$ cat src/rtl/fetch_pkg.sv
// fetch_pkg: shared types and constants for the instruction-fetch sequencer.
//   fetch_state_e     - sequencer states (IDLE, REQ, WAIT, DRAIN, OUT)
//   NOP_INSTR         - instruction word presented to decode out of reset
//   DEFAULT_*_VECTOR  - default reset and misaligned-redirect trap targets
//   is_misaligned()   - true when an address is not word aligned
package fetch_pkg;

    typedef enum logic [2:0] {
        ST_IDLE  = 3'd0,
        ST_REQ   = 3'd1,
        ST_WAIT  = 3'd2,
        ST_DRAIN = 3'd3,
        ST_OUT   = 3'd4
    } fetch_state_e;

    localparam logic [31:0] NOP_INSTR            = 32'h0000_0013;
    localparam logic [31:0] DEFAULT_RESET_VECTOR = 32'h0000_0000;
    localparam logic [31:0] DEFAULT_TRAP_VECTOR  = 32'h0000_0100;

    function automatic logic is_misaligned(input logic [31:0] addr);
        return (addr[1:0] != 2'b00);
    endfunction

endpackage

$ cat src/rtl/pc_plus_4.sv
// pc_plus_4: next sequential program counter.
//   current_pc in  32  current PC
//   next_pc    out 32  current_pc + 4, wrapping modulo 2^32
module pc_plus_4 (
    input  logic [31:0] current_pc,
    output logic [31:0] next_pc
);

    // Natural 32-bit wrap gives 0xFFFF_FFFC -> 0x0000_0000.
    assign next_pc = current_pc + 32'd4;

endmodule

$ cat src/rtl/fetch_ctrl.sv
// fetch_ctrl: instruction-fetch sequencer. Owns the PC, issues one outstanding
// valid/ready request to instruction memory, presents the fetched word to
// decode, and drops responses made stale by a redirect.
//
// Ports:
//   clk, reset (async, active low)
//   imem_req_valid/ready/addr  - fetch request (addr always equals pc)
//   imem_rsp_valid/data        - fetch response (one-cycle pulse)
//   redirect_valid/pc          - branch/jump/trap redirect (one-cycle pulse)
//   stall                      - decode cannot accept this cycle
//   if_valid/if_pc/if_instr    - instruction handed to decode
//   fetch_fault                - pulse after a misaligned redirect
//
// Build option: FETCH_ALIGN_CHECK_EN - when defined, a misaligned redirect
// target loads TRAP_VECTOR and pulses fetch_fault; when undefined the target is
// truncated to a word address and fetch_fault stays 0.
module fetch_ctrl
    import fetch_pkg::*;
#(
    parameter logic [31:0] RESET_VECTOR = DEFAULT_RESET_VECTOR,
    parameter logic [31:0] TRAP_VECTOR  = DEFAULT_TRAP_VECTOR
) (
    input  logic        clk,
    input  logic        reset,
    output logic        imem_req_valid,
    input  logic        imem_req_ready,
    output logic [31:0] imem_req_addr,
    input  logic        imem_rsp_valid,
    input  logic [31:0] imem_rsp_data,
    input  logic        redirect_valid,
    input  logic [31:0] redirect_pc,
    input  logic        stall,
    output logic        if_valid,
    output logic [31:0] if_pc,
    output logic [31:0] if_instr,
    output logic        fetch_fault
);

    fetch_state_e state_q, state_d;
    logic [31:0]  pc_q, pc_d;
    logic         if_valid_q, if_valid_d;
    logic [31:0]  if_pc_q, if_pc_d;
    logic [31:0]  if_instr_q, if_instr_d;
    logic         fault_q, fault_d;

    logic [31:0]  pc_inc_s;
    logic [31:0]  target_s;
    logic         target_fault_s;

    pc_plus_4 u_pc_plus_4 (
        .current_pc (pc_q),
        .next_pc    (pc_inc_s)
    );

`ifdef FETCH_ALIGN_CHECK_EN
    // Misaligned redirect targets trap instead of being fetched.
    always_comb begin
        if (is_misaligned(redirect_pc)) begin
            target_s       = TRAP_VECTOR;
            target_fault_s = 1'b1;
        end else begin
            target_s       = redirect_pc;
            target_fault_s = 1'b0;
        end
    end
`else
    logic unused_align_s;
    assign target_s       = {redirect_pc[31:2], 2'b00};
    assign target_fault_s = 1'b0;
    assign unused_align_s = ^{TRAP_VECTOR, redirect_pc[1:0]};
`endif

    // Next-state logic; a redirect overrides stall and any response.
    always_comb begin
        state_d    = state_q;
        pc_d       = pc_q;
        if_valid_d = if_valid_q;
        if_pc_d    = if_pc_q;
        if_instr_d = if_instr_q;
        fault_d    = 1'b0;
        if (redirect_valid) begin
            pc_d       = target_s;
            fault_d    = target_fault_s;
            if_valid_d = 1'b0;
            case (state_q)
                // A response arriving with the redirect is simply dropped;
                // without one, the outstanding response must be drained.
                ST_WAIT:  state_d = imem_rsp_valid ? ST_IDLE : ST_DRAIN;
                ST_DRAIN: state_d = ST_DRAIN;
                default:  state_d = ST_IDLE;
            endcase
        end else begin
            case (state_q)
                ST_IDLE: begin
                    state_d = ST_REQ;
                end
                ST_REQ: begin
                    if (imem_req_ready) begin
                        state_d = ST_WAIT;
                    end else begin
                        state_d = ST_REQ;
                    end
                end
                ST_WAIT: begin
                    if (imem_rsp_valid) begin
                        state_d    = ST_OUT;
                        if_valid_d = 1'b1;
                        if_pc_d    = pc_q;
                        if_instr_d = imem_rsp_data;
                        pc_d       = pc_inc_s;
                    end else begin
                        state_d = ST_WAIT;
                    end
                end
                ST_DRAIN: begin
                    // Stale response: consume it without updating outputs.
                    if (imem_rsp_valid) begin
                        state_d = ST_REQ;
                    end else begin
                        state_d = ST_DRAIN;
                    end
                end
                ST_OUT: begin
                    if (!stall) begin
                        state_d    = ST_REQ;
                        if_valid_d = 1'b0;
                    end else begin
                        state_d = ST_OUT;
                    end
                end
                default: begin
                    state_d    = ST_IDLE;
                    if_valid_d = 1'b0;
                end
            endcase
        end
    end

    // State and registered outputs.
    always_ff @(posedge clk or negedge reset) begin
        if (!reset) begin
            state_q    <= ST_IDLE;
            pc_q       <= RESET_VECTOR;
            if_valid_q <= 1'b0;
            if_pc_q    <= 32'h0000_0000;
            if_instr_q <= NOP_INSTR;
            fault_q    <= 1'b0;
        end else begin
            state_q    <= state_d;
            pc_q       <= pc_d;
            if_valid_q <= if_valid_d;
            if_pc_q    <= if_pc_d;
            if_instr_q <= if_instr_d;
            fault_q    <= fault_d;
        end
    end

    assign imem_req_valid = (state_q == ST_REQ);
    assign imem_req_addr  = pc_q;
    assign if_valid       = if_valid_q;
    assign if_pc          = if_pc_q;
    assign if_instr       = if_instr_q;
    assign fetch_fault    = fault_q;

endmodule

$ cat config.mk
export PLATFORM = sky130hd
export DESIGN_NAME = fetch_ctrl
export DESIGN_NICKNAME = d
export VERILOG_FILES = /design/src/rtl/fetch_pkg.sv /design/src/rtl/pc_plus_4.sv /design/src/rtl/fetch_ctrl.sv
export SDC_FILE = /design/constraint.sdc
export NUM_CORES = 1
export LEC_CHECK = 0
export CORE_MARGIN = 2
export CORE_UTILIZATION = 35
export DETAILED_ROUTE_END_ITERATION = 12
export GPL_TIMING_DRIVEN = 0
export PLACE_DENSITY = 0.66
export SLEW_MARGIN = 25
export SYNTH_ARGS = -nofsm -noshare
export SYNTH_HDL_FRONTEND = slang
export SYNTH_SLANG_ARGS = --single-unit
$ cat constraint.sdc
create_clock -name clk -period 4.8 [get_ports clk]
set_clock_uncertainty 0.15 [all_clocks]
set_input_delay 1.2 -clock clk [delete_from_list [all_inputs] [get_ports clk]]
set_output_delay 1.2 -clock clk [all_outputs]
set_load 0.01 [all_outputs]
-- Word-level counts from Yosys, hierarchy flattened
Cells that the tools add are included.
- add/sub/neg operators: 1
- $mul: 0
- div/mod/pow operators: 0
- order comparisons: 0
- eq/ne operators: 7
- shift operators: 0
- mux-type cells: 15
- bitwise operators: 1
- reductions and logical operators: 7
- operator list (cell ; count):
    2-to-1 mux 32 bit ; 3
    adder 32 x 3 -> 32 bit (second input constant) ; 1
    case mux 3 bit (5 select lines) ; 1
    2-to-1 mux 3 bit ; 3
    equality test 3 x 2 -> 1 bit (second input constant) ; 2
    2-to-1 mux 2 bit ; 3
    != test 3 bit (second input constant) ; 2
    AND reduction 3 bit ; 2
    case mux 2 bit (2 select lines) ; 1
    nonzero test 2 bit ; 2
    equality test 3 x 1 -> 1 bit (second input constant) ; 1
    equality test 3 bit (second input constant) ; 1
    zero test 3 bit ; 1
    2-to-1 mux 1 bit ; 3
    case mux 1 bit (3 select lines) ; 1
    OR reduction 3 bit ; 1
    != test 2 x 1 -> 1 bit (second input constant) ; 1
    AND reduction 2 bit ; 1
    inverter 1 bit ; 1
- register bits after elaboration: 100
- bits in latches: 0
- bits in writable memories: 0
- ROM bits: 0
- input bits: 70
- output and inout port bits: 99
- logic and storage cells: 36
- memories: 0

-- Logic depth before layout (Yosys ltp)
- word-level depth: 4
- gate-level depth with buffers: 6
- gate-level depth less buffers: 5

-- Modules after synthesis
A second synthesis with hierarchy kept.
- cells, all modules: 370
- area total of the unflattened synthesis: 4732.0 µm²
- modules (own cells, without submodules) (module ; instances ; cells each ; area an instance (µm²) ; sequential area each (µm²)):
    fetch_ctrl ; 1 ; 287 ; 4151.5 ; 2506.2
    pc_plus_4 ; 1 ; 83 ; 580.6 ; 0.0

-- Least setup slack after synthesis
Ideal clock, no wire load.
- kind: input-to-reg
- start: input port redirect_valid
- end: register if_pc_q[3], in the netlist if_pc[3]
- setup time: 0.125 ns
- data arrival time: 2.261 ns
- required time: 4.525 ns
- slack: 2.265 ns
- stages on the path: 4
- buffers on the path: 2
- path through: clkbuf_1 nor2_1 buf_2 mux2_2
- longest elaborated chain between the ends: 2
- ends and longest elaborated chain (element ; RTL line ; text):
    start: declaration ; fetch_ctrl.sv:30 ; input logic redirect_valid,
    inverter 1 bit (no source line) ; -- ;
    AND reduction 3 bit (no source line) ; -- ;
    end signal: assignment ; fetch_ctrl.sv:152 ; if_pc_q <= if_pc_d;
    end: declaration ; fetch_ctrl.sv:42 ; logic [31:0] if_pc_q, if_pc_d;
No other way between the ends.
A chain may end at the register's enable or synchronous reset.

-- Worst setup path in the final report
- start: input port imem_rsp_valid
- end: register if_pc_q[8], in the netlist if_pc[8]
- longest elaborated chain between the ends: 1
- ends and longest elaborated chain (element ; RTL line ; text):
    start: declaration ; fetch_ctrl.sv:28 ; input logic imem_rsp_valid,
    AND reduction 3 bit (no source line) ; -- ;
No other way between the ends.

==> metrics.yaml <==
yosys:
  synth_top_family_by_area: "simple AND/OR/NAND/NOR gates"
  synth_xor_area_frac: 0.0157
  syn_area_um2: 4460
  syn_inst: 376
  synth_edf_count: 0
  synth_compound_area_frac: 0.0808
  synthMuxAreaShare: 0.159
  synth_cell_types: 48
  ys.flop_type: "dfrtp_1"
  ys_ff_latch: 96
  synthAdderAreaFrac: 0.00280
  ys_seq_area_frac: 0.539
  postSynthAreaPerCell_um2: 11.9
  synth-simple-area-share: 0.160
  ys_warn_count: 0
  synthArstFlopShare: 1.00
drt:
  drt_iter0_drc: 181
  antenna_left: 0
  first_pass_iters: 4
  vias: 3662
  post_drt_via_cell_ratio: 5.03
  drt_wl_total_um: 11900
  drc: 0
  wire_per_inst_um: 16.3
power_and_ir_drop:
  power_density_nw_per_um2: 491
  seq_power_share: 0.393
  ir_drop_v: 0.000248
  swShare: 0.289
  p_leak_nw: 2.68
  power.switching_uw: 939
  power_frac_clock: 0.222
  power_mw: 3.25
  internal_power_mw: 2.31
  pwr-share-comb: 0.384
clock_tree:
  clkSlewWorstSetupHoldPaths_ns: 0.07
  clock-sinks: 96
  root_buffer: "clkbuf_16"
  cts.repair.resized: 0
  clkLatencyLatePin_ns: 0.34
  h-tree-depth: 3
  postCtsHoldBufs: 0
  post_cts_buffers: 0
  cts_tree: "built"
  cts_made_buffers: 9
  clockBufferDepth: 2
global_route:
  grt_usage: 0.180
  grt_pass1_wl_um: 18900
  grt_pass1_vias: 3625
  grt-ovfl-total: 0
  grt_max_degree: 58
  antenna_found_initial: 0
worst_setup_path:
  crit_chain: "clkdlybuf4s50_1, nand4bb_1, nor2_1, buf_2, mux2_2"
  r2r_slack_ns: 2.44
  slowest_delay_ns: 0.58
  critPathRequiredTime_ns: 4.88
  startpoint: "imem_rsp_valid"
  reg2reg_depth: 5
  endpoint_kind: "flop"
  crit_fanout: 10
  crit_path_start_kind: "primary input"
  cp_slowest_cell: "nor2_1"
  crit_type: "in2reg"
  r2r_start: "state_q[0]"
  rr_endpoint: "if_pc[8]"
  worstPathArrival_ns: 3.29
run_status:
  status: "completed"
job:
  maxCapViolations: 0
sta:
  fmax_ghz: 0.312
  hold_viol: 0
  setup_viol: 0
  slew_violations: 0
  fin_ws_ns: 1.59
  max_slew_margin: 0.524
  min_period_over_period: 0.669
  fin_crit_ns: 3.21
  tightest_slew_ns: 0.711
  rsz0062_at_grt: "false"
floorplanning:
  fp.dieH_um: 117
  fp.coreArea_um2: 12500
  ios: 169
  fp-row-count: 41
  die_w_um: 117
  initial_core_util: 0.356
  die_area_um2: 13700
cells_and_area:
  final_cells: 728
  fin_nets: 623
  drive_gt1_frac: 0.187
  syn_to_final_growth_pct: 48.1
  n_antenna_cell: 0
  utilization: 0.528
placed_design:
  dpl_worst_slack_ns: 1.24
  dpl.hpwl_um: 8750
  routabilityCongestion: 0.837
  dp_cells: 713
  io_buffers: 160
hold_path:
  min_from: "if_pc[9]"
  min_to: "if_pc[9]"
  hp-class: "reg2reg"
  whs_path_depth: 1
## sequential cells by signal (all words and copies together) (netlist names)
| name | count |
|---|---|
| if_instr | 32 |
| if_pc | 30 |
| imem_req_addr | 30 |
| state_q | 3 |
| if_valid | 1 |
## synthesized netlist by cell type (2+ instances only)
| library cell | count | area [um2] |
|---|---|---|
| or3_1 | 2 | 12.5 |
| nand2_1 | 30 | 113 |
| mux2_1 | 6 | 67.6 |
| nand2b_1 | 2 | 12.5 |
| a31oi_1 | 17 | 106 |
| mux2_2 | 56 | 631 |
| inv_1 | 8 | 30.0 |
| dfrtp_1 | 93 | 2330 |
| and3_1 | 5 | 31.3 |
| nand3_4 | 2 | 35.0 |
| a21oi_1 | 2 | 10.0 |
| o31a_1 | 2 | 17.5 |
| and4_1 | 4 | 35.0 |
| buf_6 | 2 | 22.5 |
| o211ai_1 | 3 | 22.5 |
| nand4_1 | 7 | 43.8 |
| nand3b_1 | 2 | 15.0 |
| o21ai_0 | 13 | 65.1 |
| buf_2 | 8 | 40.0 |
| clkbuf_1 | 8 | 30.0 |
| nand4_4 | 2 | 42.5 |
| and2_1 | 2 | 12.5 |
| nand4bb_1 | 2 | 22.5 |
| xor2_1 | 6 | 52.6 |
| nor2_1 | 21 | 78.8 |
| dfstp_2 | 3 | 78.8 |
| xnor2_1 | 2 | 17.5 |
| nand3_2 | 2 | 20.0 |
| o31ai_1 | 13 | 97.6 |
| or4_1 | 16 | 120 |
| buf_4 | 6 | 45.0 |
| nor4_1 | 2 | 12.5 |
| nand3_1 | 12 | 60.1 |
## final cells by class
type / count / area (um2)
fillers: 1191 / 5910
repair buffers: 161 / 1620
well taps: 172 / 215
plain buffers: 25 / 153
flip-flops and latches: 96 / 2410
multi-input cells: 250 / 1880
clock buffers: 10 / 239
inverters: 9 / 33.8
clock inverters: 5 / 56.3
## worst max-delay path: cells and delay by family
kind / cells / cell delay (ns)
mux: 1 / 0.37
simple gates: 2 / 0.75
buf+inv: 2 / 0.96
## metal layers
layer  part of all wire  GRT usage
met5                  0          0
met4              0.015     0.0714
met3              0.054     0.0366
met2               0.49      0.282
met1               0.45      0.247
## through the flow
step | setup TNS (ns) | cell area [um2] | hold WS (ns)
after floorplan | 0 | 4480 | 0.334
after global placement | -119.03 | 6290 | 0.319
after detailed placement | 0 | 6310 | 0.324
after CTS | 0 | 6610 | 0.348
after global routing | 0 | 6610 | 0.367
final | 0 | 6610 | 0.342
## power by group through the flow
stage / clock network [mW] / registers (mW) / logic [mW]
after floorplan: 0 / 1.41 / 0.397
after global placement: 0 / 1.28 / 1.24
after detailed placement: 0 / 1.30 / 1.26
after CTS: 0.746 / 1.28 / 1.27
after global routing: 0.785 / 1.32 / 1.35
final: 0.723 / 1.28 / 1.25
## how the worst max path moves through the flow
stage / slack, ns / cells past startpoint / end
6_report: 1.59 / 5 / if_pc[8]
5_1_grt: 1.50 / 5 / if_pc[5]
4_1_cts: 1.60 / 5 / if_pc[6]
3_5_place_dp: 1.24 / 5 / if_pc[8]
3_3_place_gp: -1.28 / 1 / if_instr[27]
2_1_floorplan: 2.26 / 4 / if_pc[3]
## cell families after synthesis
logic type,count (synthesis)
mux,63
xor+xnor,8
fa+ha+maj,1
compound gates,55
buf+inv,34
flops,96
simple gates,118
other cells,1
## placed cells by master (no fill, tap or decap), types with 3 or more instances in the layout
| master | instances |
|---|---|
| a31oi_1 | 17 |
| and3_1 | 5 |
| and4_1 | 4 |
| buf_2 | 8 |
| buf_4 | 6 |
| buf_6 | 3 |
| clkbuf_1 | 8 |
| clkbuf_16 | 9 |
| clkdlybuf4s50_1 | 159 |
| conb_1 | 5 |
| dfrtp_1 | 93 |
| dfstp_2 | 3 |
| inv_1 | 8 |
| mux2_1 | 6 |
| mux2_2 | 56 |
| nand2_1 | 30 |
| nand3_1 | 12 |
| nand4_1 | 7 |
| nor2_1 | 21 |
| o211ai_1 | 3 |
| o21ai_0 | 13 |
| o31ai_1 | 13 |
| or4_1 | 16 |
| xor2_1 | 6 |
(Power assumes the default switching activity.)
